**config.mk**
```make
export PLATFORM = sky130hd
export DESIGN_NAME = alu_share_arbiter_flat
export DESIGN_NICKNAME = d
export VERILOG_FILES = /design/src/rtl/alu_share_arbiter_if.sv /design/src/rtl/alu_share_arbiter.sv /design/src/flat_wrapper.sv
export SDC_FILE = /design/constraint.sdc
export NUM_CORES = 1
export LEC_CHECK = 0
export BUFFER_PORTS_ARGS = -buffer_cell sky130_fd_sc_hd__buf_2
export CAP_MARGIN = 20
export CORE_AREA = 2 2 109 111
export CTS_CLUSTER_SIZE = 14
export DETAILED_ROUTE_END_ITERATION = 7
export DIE_AREA = 0 0 111 113
export PLACE_DENSITY = 0.75
export SYNTH_ARGS = -nofsm -noshare
export SYNTH_HDL_FRONTEND = slang
export SYNTH_SLANG_ARGS = --single-unit
```
**constraint.sdc**
```tcl
create_clock -name clk -period 1.7 [get_ports clk]
set_clock_uncertainty 0.05 [all_clocks]
set_input_delay 0.34 -clock clk [delete_from_list [all_inputs] [get_ports clk]]
set_output_delay 0.34 -clock clk [all_outputs]
set_load 0.05 [all_outputs]
```
**src/rtl/alu_share_arbiter_if.sv**
```systemverilog
// Bundles the two requester ports, the shared response path and the ALU
// operand/result bus between the arbiter and its surroundings.
interface alu_share_arbiter_if #(
    parameter int WIDTH  = 32,
    parameter int CTRL_W = 3
);
    logic              req0_valid;
    logic              req0_ready;
    logic [WIDTH-1:0]  req0_a;
    logic [WIDTH-1:0]  req0_b;
    logic [CTRL_W-1:0] req0_ctrl;
    logic              req1_valid;
    logic              req1_ready;
    logic [WIDTH-1:0]  req1_a;
    logic [WIDTH-1:0]  req1_b;
    logic [CTRL_W-1:0] req1_ctrl;
    logic              rsp0_valid;
    logic              rsp0_ready;
    logic              rsp1_valid;
    logic              rsp1_ready;
    logic [WIDTH-1:0]  rsp_out;
    logic              rsp_zero;
    logic [WIDTH-1:0]  alu_a;
    logic [WIDTH-1:0]  alu_b;
    logic [CTRL_W-1:0] alu_ctrl;
    logic [WIDTH-1:0]  alu_out;
    logic              alu_zero;
    logic              busy;
    logic              grant;

    modport slave (
        input  req0_valid, req0_a, req0_b, req0_ctrl,
        input  req1_valid, req1_a, req1_b, req1_ctrl,
        input  rsp0_ready, rsp1_ready, alu_out, alu_zero,
        output req0_ready, req1_ready, rsp0_valid, rsp1_valid,
        output rsp_out, rsp_zero, alu_a, alu_b, alu_ctrl, busy, grant
    );

    modport master (
        output req0_valid, req0_a, req0_b, req0_ctrl,
        output req1_valid, req1_a, req1_b, req1_ctrl,
        output rsp0_ready, rsp1_ready, alu_out, alu_zero,
        input  req0_ready, req1_ready, rsp0_valid, rsp1_valid,
        input  rsp_out, rsp_zero, alu_a, alu_b, alu_ctrl, busy, grant
    );
endinterface

```
**src/rtl/alu_share_arbiter.sv**
```systemverilog
// Round-robin arbiter sharing one combinational ALU between two requesters:
// accept -> drive ALU from registered operands -> hold result until consumed.
module alu_share_arbiter #(
    parameter int WIDTH  = 32,
    parameter int CTRL_W = 3
) (
    input  logic               clk,
    input  logic               rst,
    alu_share_arbiter_if.slave bus
);
    typedef enum logic [1:0] {IDLE, EXEC, RESP} state_t;

    state_t            state;
    state_t            state_nxt;
    logic              last_grant;
    logic              grant_q;
    logic              winner;
    logic              req_any;
    logic              rsp_hs;
    logic [WIDTH-1:0]  op_a_p0;
    logic [WIDTH-1:0]  op_b_p0;
    logic [CTRL_W-1:0] op_ctrl_p0;
    logic [WIDTH-1:0]  rsp_out_p1;
    logic              rsp_zero_p1;

    // Ties go to the port that did not win last; a lone requester always wins.
    always_comb begin
        req_any = bus.req0_valid | bus.req1_valid;
        if (bus.req0_valid && bus.req1_valid)
            winner = ~last_grant;
        else
            winner = bus.req1_valid;
        rsp_hs = grant_q ? bus.rsp1_ready : bus.rsp0_ready;
    end

    always_ff @(posedge clk) begin
        if (rst)
            state <= IDLE;
        else
            state <= state_nxt;
    end

    always_comb begin
        state_nxt = state;
        case (state)
            IDLE:    if (req_any) state_nxt = EXEC;
            EXEC:    state_nxt = RESP;
            RESP:    if (rsp_hs) state_nxt = IDLE;
            default: state_nxt = IDLE;
        endcase
    end

    always_ff @(posedge clk) begin
        if (rst) begin
            grant_q    <= 1'b0;
            last_grant <= 1'b1;
        end else begin
            if (state == IDLE && req_any)
                grant_q <= winner;
            if (state == RESP && rsp_hs)
                last_grant <= grant_q;
        end
    end

    // Stage p0: operands latched at acceptance feed the ALU through EXEC and beyond.
    always_ff @(posedge clk) begin
        if (rst) begin
            op_a_p0    <= '0;
            op_b_p0    <= '0;
            op_ctrl_p0 <= '0;
        end else if (state == IDLE && req_any) begin
            op_a_p0    <= winner ? bus.req1_a    : bus.req0_a;
            op_b_p0    <= winner ? bus.req1_b    : bus.req0_b;
            op_ctrl_p0 <= winner ? bus.req1_ctrl : bus.req0_ctrl;
        end
    end

    // Stage p1: ALU result captured at the end of EXEC and held through RESP.
    always_ff @(posedge clk) begin
        if (rst) begin
            rsp_out_p1  <= '0;
            rsp_zero_p1 <= 1'b0;
        end else if (state == EXEC) begin
            rsp_out_p1  <= bus.alu_out;
            rsp_zero_p1 <= bus.alu_zero;
        end
    end

    always_comb begin
        bus.req0_ready = 1'b0;
        bus.req1_ready = 1'b0;
        bus.rsp0_valid = 1'b0;
        bus.rsp1_valid = 1'b0;
        case (state)
            IDLE: begin
                bus.req0_ready = bus.req0_valid & ~winner;
                bus.req1_ready = bus.req1_valid &  winner;
            end
            RESP: begin
                bus.rsp0_valid = ~grant_q;
                bus.rsp1_valid =  grant_q;
            end
            default: ;
        endcase
        bus.busy = (state != IDLE);
    end

    assign bus.alu_a    = op_a_p0;
    assign bus.alu_b    = op_b_p0;
    assign bus.alu_ctrl = op_ctrl_p0;
    assign bus.rsp_out  = rsp_out_p1;
    assign bus.rsp_zero = rsp_zero_p1;
    assign bus.grant    = grant_q;
endmodule

```
**src/flat_wrapper.sv**
```systemverilog
// flat-port wrapper written by rule: the top's interface ports become plain ports
module alu_share_arbiter_flat 
#(
    parameter int WIDTH  = 32,
    parameter int CTRL_W = 3
)
  (clk, rst, bus_req0_valid, bus_req0_a, bus_req0_b, bus_req0_ctrl, bus_req1_valid, bus_req1_a, bus_req1_b, bus_req1_ctrl, bus_rsp0_ready, bus_rsp1_ready, bus_alu_out, bus_alu_zero, bus_req0_ready, bus_req1_ready, bus_rsp0_valid, bus_rsp1_valid, bus_rsp_out, bus_rsp_zero, bus_alu_a, bus_alu_b, bus_alu_ctrl, bus_busy, bus_grant);
  alu_share_arbiter_if #(.WIDTH(WIDTH), .CTRL_W(CTRL_W)) bus_i ();
  input  logic clk;
  input  logic rst;
  input wire logic [$bits(bus_i.req0_valid)-1:0] bus_req0_valid;
  input wire logic [$bits(bus_i.req0_a)-1:0] bus_req0_a;
  input wire logic [$bits(bus_i.req0_b)-1:0] bus_req0_b;
  input wire logic [$bits(bus_i.req0_ctrl)-1:0] bus_req0_ctrl;
  input wire logic [$bits(bus_i.req1_valid)-1:0] bus_req1_valid;
  input wire logic [$bits(bus_i.req1_a)-1:0] bus_req1_a;
  input wire logic [$bits(bus_i.req1_b)-1:0] bus_req1_b;
  input wire logic [$bits(bus_i.req1_ctrl)-1:0] bus_req1_ctrl;
  input wire logic [$bits(bus_i.rsp0_ready)-1:0] bus_rsp0_ready;
  input wire logic [$bits(bus_i.rsp1_ready)-1:0] bus_rsp1_ready;
  input wire logic [$bits(bus_i.alu_out)-1:0] bus_alu_out;
  input wire logic [$bits(bus_i.alu_zero)-1:0] bus_alu_zero;
  output wire logic [$bits(bus_i.req0_ready)-1:0] bus_req0_ready;
  output wire logic [$bits(bus_i.req1_ready)-1:0] bus_req1_ready;
  output wire logic [$bits(bus_i.rsp0_valid)-1:0] bus_rsp0_valid;
  output wire logic [$bits(bus_i.rsp1_valid)-1:0] bus_rsp1_valid;
  output wire logic [$bits(bus_i.rsp_out)-1:0] bus_rsp_out;
  output wire logic [$bits(bus_i.rsp_zero)-1:0] bus_rsp_zero;
  output wire logic [$bits(bus_i.alu_a)-1:0] bus_alu_a;
  output wire logic [$bits(bus_i.alu_b)-1:0] bus_alu_b;
  output wire logic [$bits(bus_i.alu_ctrl)-1:0] bus_alu_ctrl;
  output wire logic [$bits(bus_i.busy)-1:0] bus_busy;
  output wire logic [$bits(bus_i.grant)-1:0] bus_grant;
  assign bus_i.req0_valid = bus_req0_valid;
  assign bus_i.req0_a = bus_req0_a;
  assign bus_i.req0_b = bus_req0_b;
  assign bus_i.req0_ctrl = bus_req0_ctrl;
  assign bus_i.req1_valid = bus_req1_valid;
  assign bus_i.req1_a = bus_req1_a;
  assign bus_i.req1_b = bus_req1_b;
  assign bus_i.req1_ctrl = bus_req1_ctrl;
  assign bus_i.rsp0_ready = bus_rsp0_ready;
  assign bus_i.rsp1_ready = bus_rsp1_ready;
  assign bus_i.alu_out = bus_alu_out;
  assign bus_i.alu_zero = bus_alu_zero;
  assign bus_req0_ready = bus_i.req0_ready;
  assign bus_req1_ready = bus_i.req1_ready;
  assign bus_rsp0_valid = bus_i.rsp0_valid;
  assign bus_rsp1_valid = bus_i.rsp1_valid;
  assign bus_rsp_out = bus_i.rsp_out;
  assign bus_rsp_zero = bus_i.rsp_zero;
  assign bus_alu_a = bus_i.alu_a;
  assign bus_alu_b = bus_i.alu_b;
  assign bus_alu_ctrl = bus_i.alu_ctrl;
  assign bus_busy = bus_i.busy;
  assign bus_grant = bus_i.grant;
  alu_share_arbiter #(.WIDTH(WIDTH), .CTRL_W(CTRL_W)) u_core (.clk(clk), .rst(rst), .bus(bus_i));
endmodule
```
==> qor.yml <==
floorplan:
  pin_count: 279
  dieArea_sq_um: 12500
  die-width_um: 111
  fp.coreArea_sq_um: 11300
  die_h_um: 113
  initial_core_util_pct: 39.7
  row_count: 39
drt:
  vias_per_cell: 5.14
  first_pass_iters: 5
  drt-wirelength-per-cell_um: 14.8
  drtAntennaViolNets: 0
  wl_um: 14000
  drt_iter0_drc: 317
  drc_errors: 0
  vias: 4881
sta:
  slew_headroom_pct: 74.2
  tns_ps: 0
  fmax_mhz: 605
  rsz0062_at_grt: "true"
  hold_viol_final: 0
  timing.final.crit_share_pct: 97.2
  setup_viol: 0
  holdWs_ps: 192
  setup_ws_ps: 47.1
  tightest_slew_ps: 387
  slew_viol_final: 0
  fin_crit_ps: 1650
clock_tree:
  htreeDepth: 3
  cts_inserted_buffers: 9
  cts_hold_buffers: 0
  cts_buffer_depth: 2
  clk_pin_slew_ps: 70
  root_buffer: "clkbuf_16"
  cts_tree: "done"
  clock_latency_ps: 330
  cts.sinks: 104
synth:
  synth_area_per_cell_sq_um: 8.06
  synth_cell_types: 24
  ys_async_sr_fraction_pct: 0
  netlist_top_cells_area: "dfxtp_1, nand2_1, a21oi_1"
  syn_nets: 728
  syn_area_sq_um: 4470
  synthTopCellsByCount: "nand2_1, dfxtp_1, a21oi_1, a311oi_1, buf_2"
  yosys.area.top_type_share_pct: 46.5
  synth_fa_ha_area_share_pct: 0
  synth-compound-area-share_pct: 26.9
  synth_top_family_by_area: "compound AO/OA/AOI/OAI gates"
  yosysWarnings: 0
  syn_inst: 555
  yosysMostFrequentCell: "nand2_1"
  synth_edf_count: 0
  ys_seq_elements: 104
  yosysSeqAreaShare_pct: 46.5
  synth.area.mux_share_pct: 0.252
  synth_ff_type: "dfxtp_1"
  synthSimpleGateAreaFrac_pct: 18.5
  synth-xor-area-share_pct: 0
  synth_top_cell_by_area: "dfxtp_1"
critical_path:
  cp-end-kind: "output pin"
  start_kind: "flop"
  crit_start: "u_core.last_grant"
  timing.rr.start: "u_core.state[1]"
  cp.arrival_ps: 1260
  cp_max_fo: 4
  reg2regPathDepth: 4
  timing.rr.end: "u_core.bus.alu_a[15]"
  crit_path_end: "bus_req0_ready"
  r2r_slack_ps: 220
  critPathKind: "reg -> out"
  critPathRequiredTime_ps: 1310
flow_run:
  cap_violations: 0
layout:
  fin_cells: 949
  design_area_sq_um: 6260
  drive_above_1_share_pct: 40.7
  syn_to_final_growth_pct: 40.1
  utilization_pct: 55.6
  multi_input_area_sq_um: 2080
  seq_area_sq_um: 2090
  nFillCells: 1095
  nets: 974
global_routing:
  grt_pass1_vias: 4617
  antenna_found_initial: 1
  grt_pass1_wl_um: 22200
  grt-ovfl-total: 0
  grt_start_max_net_pins: 68
  grt.total_usage_pct: 21.5
place:
  port_buffers: 278
  gp_congestion: 0.838
  place_inst: 933
  dp_slack_ps: 105
  dpl.hpwl_um: 9760
  placed_area_sq_um: 5940
power:
  p_total_mw: 7.16
  power_density_nw_per_um2: 1140
  ir_drop_mv: 0.499
  p_leak_nw: 2.98
worst_hold_path:
  hold_path.class: "in -> reg"
run_status:
  outcome: "completed"
## cell type report
| cell class | count | area share [%] |
|---|---|---|
| inverter | 4 | 0.240 |
| antenna | 1 | 0.0399 |
| multi-input combinational | 390 | 33.1 |
| clock inverter | 3 | 0.679 |
| sequential | 104 | 33.3 |
| timing repair buffer | 292 | 25.8 |
| tap | 143 | 2.86 |
| clock buffer | 12 | 3.93 |
## cells in the final DEF, fill, tap and decap left out, types with 2 or more instances in the layout
cell type / synthesis / routed
buf_2: 24 / 273
nand2_1: 202 / 202
a21oi_1: 102 / 102
dfxtp_1: 104 / 102
a311oi_1: 57 / 57
a311oi_2: 10 / 10
buf_4: 6 / 10
clkbuf_16: 0 / 9
buf_12: 0 / 8
inv_1: 3 / 3
o21ai_0: 3 / 3
nor2_4: 1 / 2
nor2_1: 4 / 2
clkbuf_1: 13 / 2
## worst min path at each step
stage | end | cells after the start | start | slack, ps
2_1_floorplan | u_core.bus.rsp_out[10] | 2 | bus_alu_out[10] | 430
3_3_place_gp | u_core.bus.rsp_out[20] | 2 | u_core.bus.rsp_out[20] | 390
3_5_place_dp | u_core.bus.rsp_out[16] | 2 | u_core.bus.rsp_out[16] | 390
4_1_cts | u_core.bus.rsp_out[8] | 3 | bus_alu_out[8] | 180
5_1_grt | u_core.bus.rsp_out[20] | 3 | bus_alu_out[20] | 190
6_report | u_core.bus.rsp_out[8] | 3 | bus_alu_out[8] | 190
## metal layers
| metal | routed length [um] | part of all wire, % | global-route usage [%] |
|---|---|---|---|
| met2 | 6670 | 48 | 37.3 |
| met1 | 5880 | 42 | 25.9 |
| met4 | 412 | 2.9 | 8.67 |
| met3 | 1040 | 7.4 | 4.98 |
| met5 | 0 | 0 | 0 |
## critical path, stage by stage, from the launching register on
cell and delay, ps:
dfxtp_4 370, a21bo_4 230, and3_4 180, buf_8 150
## flip-flops by register name (all words and copies together) (netlist names)
register / cells
u_core.bus.alu_a: 32
u_core.bus.alu_b: 32
u_core.bus.rsp_out: 32
u_core.bus.alu_ctrl: 3
u_core.state: 2
u_core.bus.grant: 1
u_core.bus.rsp_zero: 1
u_core.last_grant: 1
## kinds of logic (layout without fill, tap and decap cells)
group | after synthesis | count (layout)
buffers and inverters | 61 | 311
other | 0 | 1
AND/OR/NAND/NOR | 214 | 214
flip-flops | 104 | 104
AO/OA/AOI/OAI | 175 | 175
multiplexers | 1 | 1
## repair_timing
item / CTS / global route
setup buffers: 0 / 0
gates resized for setup: 6 / 6
pin swaps: 0 / 0
endpoints found under the setup margin: 4 / 5
endpoints found under the hold margin: 0 / 0
## power by group
group | internal [mW] | leakage, nW | switching, mW
sequential | 2.69 | 0.859 | 0.130
clock | 1.17 | 0.139 | 0.864
combinational | 0.670 | 1.98 | 1.63
total | 4.54 | 2.98 | 2.63
Note: power is estimated with default switching activity, not from simulation.
